`config.mk`:
```
export PLATFORM = sky130hd
export DESIGN_NAME = rr_burst_arbiter_flat
export DESIGN_NICKNAME = d
export VERILOG_FILES = /design/src/rtl/rr_burst_arbiter_if.sv /design/src/rtl/rr_burst_arbiter.sv /design/src/flat_wrapper.sv
export SDC_FILE = /design/constraint.sdc
export NUM_CORES = 1
export LEC_CHECK = 0
export CAP_MARGIN = 25
export CORE_MARGIN = 3
export CORE_UTILIZATION = 46
export DETAILED_ROUTE_END_ITERATION = 8
export GPL_TIMING_DRIVEN = 0
export PLACE_DENSITY = 0.73
export SETUP_SLACK_MARGIN = 0.5
export SLEW_MARGIN = 20
export SYNTH_ARGS = -nofsm -noshare
export SYNTH_HDL_FRONTEND = slang
export SYNTH_SLANG_ARGS = --single-unit
```
`constraint.sdc`:
```
create_clock -name clock -period 3.25 [get_ports clock]
set_input_delay 0.325 -clock clock [delete_from_list [all_inputs] [get_ports clock]]
set_output_delay 0.325 -clock clock [all_outputs]
set_load 0.03 [all_outputs]
```
`src/rtl/rr_burst_arbiter_if.sv`:
```
// Request/grant bundle for the five-requester round-robin arbiter.
// The arbiter connects through the slave modport; requesters use master.
interface rr_burst_arbiter_if;
  logic [4:0] req;
  logic [4:0] gnt;
  logic [2:0] gnt_id;
  logic       busy;

  modport slave  (input req, output gnt, output gnt_id, output busy);
  modport master (output req, input gnt, input gnt_id, input busy);
endinterface

```
`src/rtl/rr_burst_arbiter.sv`:
```
// Five-requester round-robin arbiter with burst hold.
// The owner keeps the grant until it drops its request. Ownership then
// passes directly to the next pending requester after it, with no idle
// cycle in between. Grants are registered and one-hot.
// Optional feature: define ARB_HOLD_LIMIT_EN to preempt an owner that has
// held MAX_HOLD consecutive cycles while another requester waits.
//
// state | meaning
// IDLE  | no owner, gnt all-zero
// GRANT | one owner, index held in owner
module rr_burst_arbiter #(
  parameter int MAX_HOLD = 8,
  parameter int HOLD_W   = 4
) (
  input logic               clock,
  input logic               reset,
  rr_burst_arbiter_if.slave bus
);

  typedef enum logic {IDLE = 1'b0, GRANT = 1'b1} state_t;

  state_t     st, st_nxt;
  logic [2:0] owner, owner_nxt;
  logic [2:0] ptr, ptr_nxt;
  logic [2:0] win;
  logic       found;
  logic       keep;
  logic       preempt;
  logic [4:0] req;
  logic [4:0] gnt_c;
  logic [2:0] gnt_id_c;
  logic       busy_c;

  if (MAX_HOLD < 2 || MAX_HOLD > 15 || (2 ** HOLD_W) <= MAX_HOLD) begin : g_bad_cfg
    $error("rr_burst_arbiter: MAX_HOLD must be 2..15 and below 2**HOLD_W");
  end

  assign req = bus.req;

  function automatic logic [2:0] wrap_inc(input logic [2:0] v);
    return (v == 3'd4) ? 3'd0 : v + 3'd1;
  endfunction

  // First pending requester in the order ptr, ptr+1, ... (mod 5).
  // The loop runs backwards so that the lowest offset is assigned last.
  always_comb begin
    logic [3:0] sum;
    found = 1'b0;
    win   = 3'd0;
    sum   = 4'd0;
    for (int k = 4; k >= 0; k--) begin
      sum = {1'b0, ptr} + 4'(k);
      if (sum >= 4'd5) sum = sum - 4'd5;
      if (req[sum[2:0]]) begin
        found = 1'b1;
        win   = sum[2:0];
      end
    end
  end

`ifdef ARB_HOLD_LIMIT_EN
  logic [HOLD_W-1:0] hold_cnt, hold_nxt;

  // hold_cnt counts edges the owner has kept the grant. At this edge the
  // owner has completed hold_cnt+1 cycles, which is the value compared
  // against MAX_HOLD.
  assign preempt = (st == GRANT) && (hold_cnt >= HOLD_W'(MAX_HOLD - 1)) &&
                   (|(req & ~(5'b00001 << owner)));

  // Hold counter advances only while the same owner keeps the grant.
  always_comb begin
    hold_nxt = '0;
    if (keep) hold_nxt = (hold_cnt == HOLD_W'(MAX_HOLD)) ? hold_cnt : hold_cnt + 1'b1;
  end

  // Hold counter register.
  always_ff @(posedge clock or negedge reset) begin
    if (!reset) hold_cnt <= '0;
    else        hold_cnt <= hold_nxt;
  end
`else
  assign preempt = 1'b0;
`endif

  assign keep = (st == GRANT) && req[owner] && !preempt;

  // State, owner and rotation pointer registers.
  always_ff @(posedge clock or negedge reset) begin
    if (!reset) begin
      st    <= IDLE;
      owner <= 3'd0;
      ptr   <= 3'd0;
    end else begin
      st    <= st_nxt;
      owner <= owner_nxt;
      ptr   <= ptr_nxt;
    end
  end

  // Next owner: keep, hand over to the next winner, or fall back to IDLE.
  // On a release the owner's own bit is already zero, and on a preemption
  // it sits last in the search order, so the winner is never the old owner.
  always_comb begin
    st_nxt    = st;
    owner_nxt = owner;
    ptr_nxt   = ptr;
    case (st)
      IDLE: begin
        if (found) begin
          st_nxt    = GRANT;
          owner_nxt = win;
          ptr_nxt   = wrap_inc(win);
        end
      end
      GRANT: begin
        if (!keep) begin
          if (found) begin
            owner_nxt = win;
            ptr_nxt   = wrap_inc(win);
          end else begin
            st_nxt    = IDLE;
            owner_nxt = 3'd0;
          end
        end
      end
      default: begin
        st_nxt    = IDLE;
        owner_nxt = 3'd0;
      end
    endcase
  end

  // Outputs decoded from registered state only.
  always_comb begin
    gnt_c    = 5'b00000;
    busy_c   = (st == GRANT);
    gnt_id_c = busy_c ? owner : 3'd0;
    if (busy_c) gnt_c[owner] = 1'b1;
  end

  assign bus.gnt    = gnt_c;
  assign bus.gnt_id = gnt_id_c;
  assign bus.busy   = busy_c;

endmodule
```
`src/flat_wrapper.sv`:
```
// flat-port wrapper written by rule: the top's interface ports become plain ports
module rr_burst_arbiter_flat 
#(
  parameter int MAX_HOLD = 8,
  parameter int HOLD_W   = 4
)
  (clock, reset, bus_req, bus_gnt, bus_gnt_id, bus_busy);
  rr_burst_arbiter_if bus_i ();
  input logic clock;
  input logic reset;
  input wire logic [$bits(bus_i.req)-1:0] bus_req;
  output wire logic [$bits(bus_i.gnt)-1:0] bus_gnt;
  output wire logic [$bits(bus_i.gnt_id)-1:0] bus_gnt_id;
  output wire logic [$bits(bus_i.busy)-1:0] bus_busy;
  assign bus_i.req = bus_req;
  assign bus_gnt = bus_i.gnt;
  assign bus_gnt_id = bus_i.gnt_id;
  assign bus_busy = bus_i.busy;
  rr_burst_arbiter #(.MAX_HOLD(MAX_HOLD), .HOLD_W(HOLD_W)) u_core (.clock(clock), .reset(reset), .bus(bus_i));
endmodule
```
## Word-level counts from Yosys, hierarchy flattened

Index checks and enable logic that the tools add are counted.

- Equality and inequality tests: 3
- Magnitude comparators: 12
- Add/subtract/negate cells: 10
- Bitwise gates (word level): 1
- Multiplexer cells: 42
- Reduce and logical (&&, ||, !) cells: 3

Operators with widths:

| cell | count |
|---|---|
| $mux W3 | 17 |
| $lt A3 B4 Y1 const B | 6 |
| $bmux W1 S3 | 6 |
| $ge A4 B3 Y1 const B | 4 |
| $sub A3 B3 Y3 const B | 5 |
| $mux W1 | 14 |
| $pmux W3 S2 | 2 |
| $add A3 B2 Y4 const B | 2 |
| $mux W5 | 1 |
| $add A3 B1 Y4 const B | 1 |
| $add A3 B3 Y4 const B | 1 |
| $add A3 B1 Y3 const B | 1 |
| $demux W1 S3 | 1 |
| $eq A3 B3 Y1 const B | 1 |
| $ge A3 B1 Y1 const B | 1 |
| $ge A3 B3 Y1 const B | 1 |
| $logic_and A1 B1 Y1 | 2 |
| $ne A2 B1 Y1 const B | 1 |
| $ne A2 B2 Y1 const B | 1 |
| $pmux W1 S2 | 1 |
| $reduce_and A2 Y1 | 1 |
| $not A1 Y1 | 1 |

- Output and inout port bits: 9
- Bits of input ports: 7
- Logic and storage cells: 74
- Register bits after elaboration: 7

## Longest topological paths before layout

- Depth after elaboration: 15
- Depth in mapped cells: 17
- Mapped depth without buffers: 13

## Worst setup path before layout

Ideal clock, no wire load.

- Kind: flip-flop to flip-flop
- From: register u_core.ptr[1]
- To: register u_core.ptr[1]
- Setup slack: -172 ps
- Path buffers: 3
- Setup time: 125 ps
- Required time: 3125 ps
- Data arrival time: 3297 ps
- Period minus slack after synthesis: 3422 ps
- Cell stages (with the launch flop): 15
- Cell sequence: dfrtp_1 > clkbuf_1 > inv_1 > ha_1 > ha_1 > buf_2 > a211oi_1 > o211a_1 > nor3_1 > or4b_1 > buf_2 > o221a_1 > o32ai_4 > xnor2_1 > a21oi_1

- Word-level cells in the longest chain between the ends: 15
- Elaborated cells on any way between the ends: 45
- Classes of those cells: 10 x add/sub; 5 x order compare; 1 x eq/ne; 29 x mux

RTL lines:

| element | line | RTL |
|---|---|---|
| start, declared | rr_burst_arbiter.sv:24 | `logic [2:0] ptr, ptr_nxt;` |
| start signal, assigned | rr_burst_arbiter.sv:96 | `ptr <= ptr_nxt;` |
| $add A3 B3 Y4 | rr_burst_arbiter.sv:52 | `sum = {1'b0, ptr} + 4'(k);` |
| $ge A4 B3 Y1 or $sub A3 B3 Y3 (tied branches) | rr_burst_arbiter.sv:53 | `if (sum >= 4'd5) sum = sum - 4'd5;` |
| $mux W3 | rr_burst_arbiter.sv:53 |  |
| $bmux W1 S3 | rr_burst_arbiter.sv:54 | `if (req[sum[2:0]]) begin` |
| $mux W1 (implied by the code) | rr_burst_arbiter.sv:54 |  |
| $mux W3 (5 in series) | rr_burst_arbiter.sv:54 |  |
| $add A3 B1 Y3 or $eq A3 B3 Y1 (tied branches) | rr_burst_arbiter.sv:41 | `return (v == 3'd4) ? 3'd0 : v + 3'd1;` |
| $mux W3 | rr_burst_arbiter.sv:41 |  |
| $mux W3 * | rr_burst_arbiter.sv:109, rr_burst_arbiter.sv:117 |  |
| $mux W3 | rr_burst_arbiter.sv:116 | `if (!keep) begin` |
| $pmux W3 S2 * | rr_burst_arbiter.sv:107 | `case (st)` |

Mark *: on every way between the ends. The rest lies on a longest branch, timed or not. The select of a mux whose other input is x is not followed.
A chain may end at the register's enable or synchronous reset.

## Final worst setup path

- From: register u_core.ptr[0]
- To: register u_core.ptr[1]

Same word-level chain as after synthesis.

==> results.ini <==
[yosys]
ys_warn_count = 0
synth_area_leader_cell = dfrtp_1
yosysSeqAreaShare = 0.116
syn_inst = 196
synth_seq_cells = 7
yosysTopAreaCellShare = 0.116
synth_flop_cell = dfrtp_1
synth_edf_count = 0
synthDistinctLibCells = 60
syn_nets = 213
synth-async-reset-ratio = 1.00
syn_area_sq_mm = 0.00151
avgSynthCellArea_sq_um = 7.69
netlist_top_cells_area = dfrtp_1 12%, ha_1 7.5%, mux2i_1 7.3%, nor2_1 4.2%, a21oi_1 4.0%

[global_route]
grt_usage = 0.266
antenna_found_initial = 0
grt_overflow = 0
grt_pass1_wl_microns = 8600
grt_pass1_vias = 1882
grt_max_degree = 11

[clock_tree]
cts_sinks = 7
clock_latency_ns = 0.25
clkSlewWorstSetupHoldPaths_ns = 0.05
cts_tree = yes
cts_buffers = 3
clock_path_buffers = 2
htreeDepth = 1
clockRootBuffer = clkbuf_4
cts_hold_buf = 0

[cells_and_area]
diodes = 0
final_cell_mix = 25 x buf_4, 17 x nor2_1, 14 x nand2_1
fin_area_sq_mm = 0.00222
drive_gt1_frac = 0.363
mostFrequentLayoutCell = buf_4
synthToLayoutAreaGrowth_pct = 47.5
final_nets = 258

[setup_path]
crit_type = flop to flop
crit_arrival_ns = 3.38
cp_data_required_time_ns = 3.38
start_kind = flop
r2r_slack_ns = 0.008
path_max_fanout = 5
cp-end-kind = flop

[floorplan]
core-area_sq_mm = 0.00308
initial_core_util = 0.489
die_h_microns = 63.2
die_width_microns = 63.2
rows = 20
dieArea_sq_mm = 0.00400
io_pins = 16

[routing]
drtIter0Drc = 241
vias = 1839
wire_per_inst_microns = 18.9
routed_wl_microns = 5350
vias_per_cell = 6.48
route.detailed.drc = 0
postRouteAntennaNets = 0
dr.pass1.iters = 5

[timing]
fmax_mhz = 308
skew_ns = 0.00774
fin_crit_sh = 0.998
relSlewSlack = 0.639
period_minus_slack_ns = 3.24
worst_pin_slew_ns = 0.541
hold_viol_final = 0
finalSetupTns_ns = 0
drv_slew = 0
rsz0062_at_grt = yes
hold-worst-slack_ns = 0.324
setup_viol = 0

[placed_design]
hpwl_microns = 3280
dpl-instance-area_sq_mm = 0.00174
place_congestion = 0.991
io_buffers = 13

[run]
drv_cap = 0

[hold_path]
hp-class = input pin to asynchronous set/reset pin

[status]
status = complete, no violations

-- timing repair --
| action | in CTS | in global routing |
|---|---|---|
| pin swaps | 12 | 15 |
| gates resized for setup | 40 | 17 |
| endpoints found under the setup margin | 7 | 7 |
| setup buffers | 21 | 5 |
| gates cloned | 1 | 0 |
-- final timing paths --
kind | from | depth (start not counted) | to
max | u_core.ptr[0] | 16 | u_core.ptr[1]
min | reset | 1 | u_core.ptr[0]
max reg2reg | u_core.ptr[0] | 16 | u_core.ptr[1]
min reg2reg | u_core.owner[1] | 2 | u_core.owner[1]
max in group asynchronous | reset | 1 | u_core.ptr[1]
min in group clock | u_core.owner[1] | 2 | u_core.owner[1]
-- registers in the layout, summed over array words and instances (netlist names) --
name / count
u_core.bus.busy: 1
u_core.owner: 3
u_core.ptr: 3
-- worst max-delay path: stages (launching register included) --
cell and delay, ns:
dfrtp_2 0.42, buf_6 0.13, buf_8 0.12, inv_8 0.05, ha_4 0.14, ha_4 0.19, buf_6 0.12, buf_6 0.12
a21oi_4 0.17, nor3_2 0.06, or4b_1 0.54, buf_6 0.15, a211o_1 0.27, o2111a_1 0.15, o21ai_2 0.24, xnor2_1 0.15
a21oi_1 0.09
-- layer usage --
layer	global-route usage	share of wire
met1	0.308	0.38
met5	0	0
met4	0.162	0.051
met2	0.469	0.49
met3	0.0285	0.080
-- synthesized netlist by cell type (all sizes together), types with 2 or more instances --
| master | count |
|---|---|
| a31oi | 4 |
| o22ai | 2 |
| nor3b | 2 |
| nand2 | 15 |
| nand2b | 5 |
| nand3 | 6 |
| dfrtp | 7 |
| mux2i | 11 |
| and2 | 3 |
| mux2 | 2 |
| nor3 | 7 |
| nor2b | 2 |
| buf | 10 |
| ha | 9 |
| a211o | 5 |
| o21ai | 11 |
| mux4 | 2 |
| or3 | 4 |
| o211ai | 2 |
| inv | 15 |
| xnor2 | 3 |
| nor2 | 17 |
| nand3b | 2 |
| a211oi | 2 |
| a21oi | 13 |
| nor4b | 3 |
| clkbuf | 3 |
| o31ai | 5 |
| o221a | 2 |
-- through the flow --
stage	util	cells	setup WS, ns
2_1_floorplan	-	196	0.125
3_3_place_gp	0.566	253	-0.307
3_5_place_dp	0.566	253	-0.372
4_1_cts	0.682	279	0.0392
5_1_grt	0.722	284	-0.0708
6_report	0.722	284	0.00779
-- layout make-up --
type / count / area (sq um)
Sequential cell: 7 / 179
Fill cell: 228 / 856
Tap cell: 44 / 55.1
Multi-Input combinational cell: 161 / 1440
Timing Repair Buffer: 40 / 342
Inverter: 15 / 67.6
Clock buffer: 4 / 26.3
Buffer: 13 / 116
-- cells by family after synthesis --
logic type      share of synthesized area
flops                               0.116
xor+xnor                           0.0233
fa+ha+maj                          0.0880
buf+inv                            0.0855
mux                                 0.118
compound gates                      0.291
simple gates                        0.278
Power is left out: the tool's default activity adds up to more than one toggle a clock period on the data nets, which glitch-free logic cannot reach.
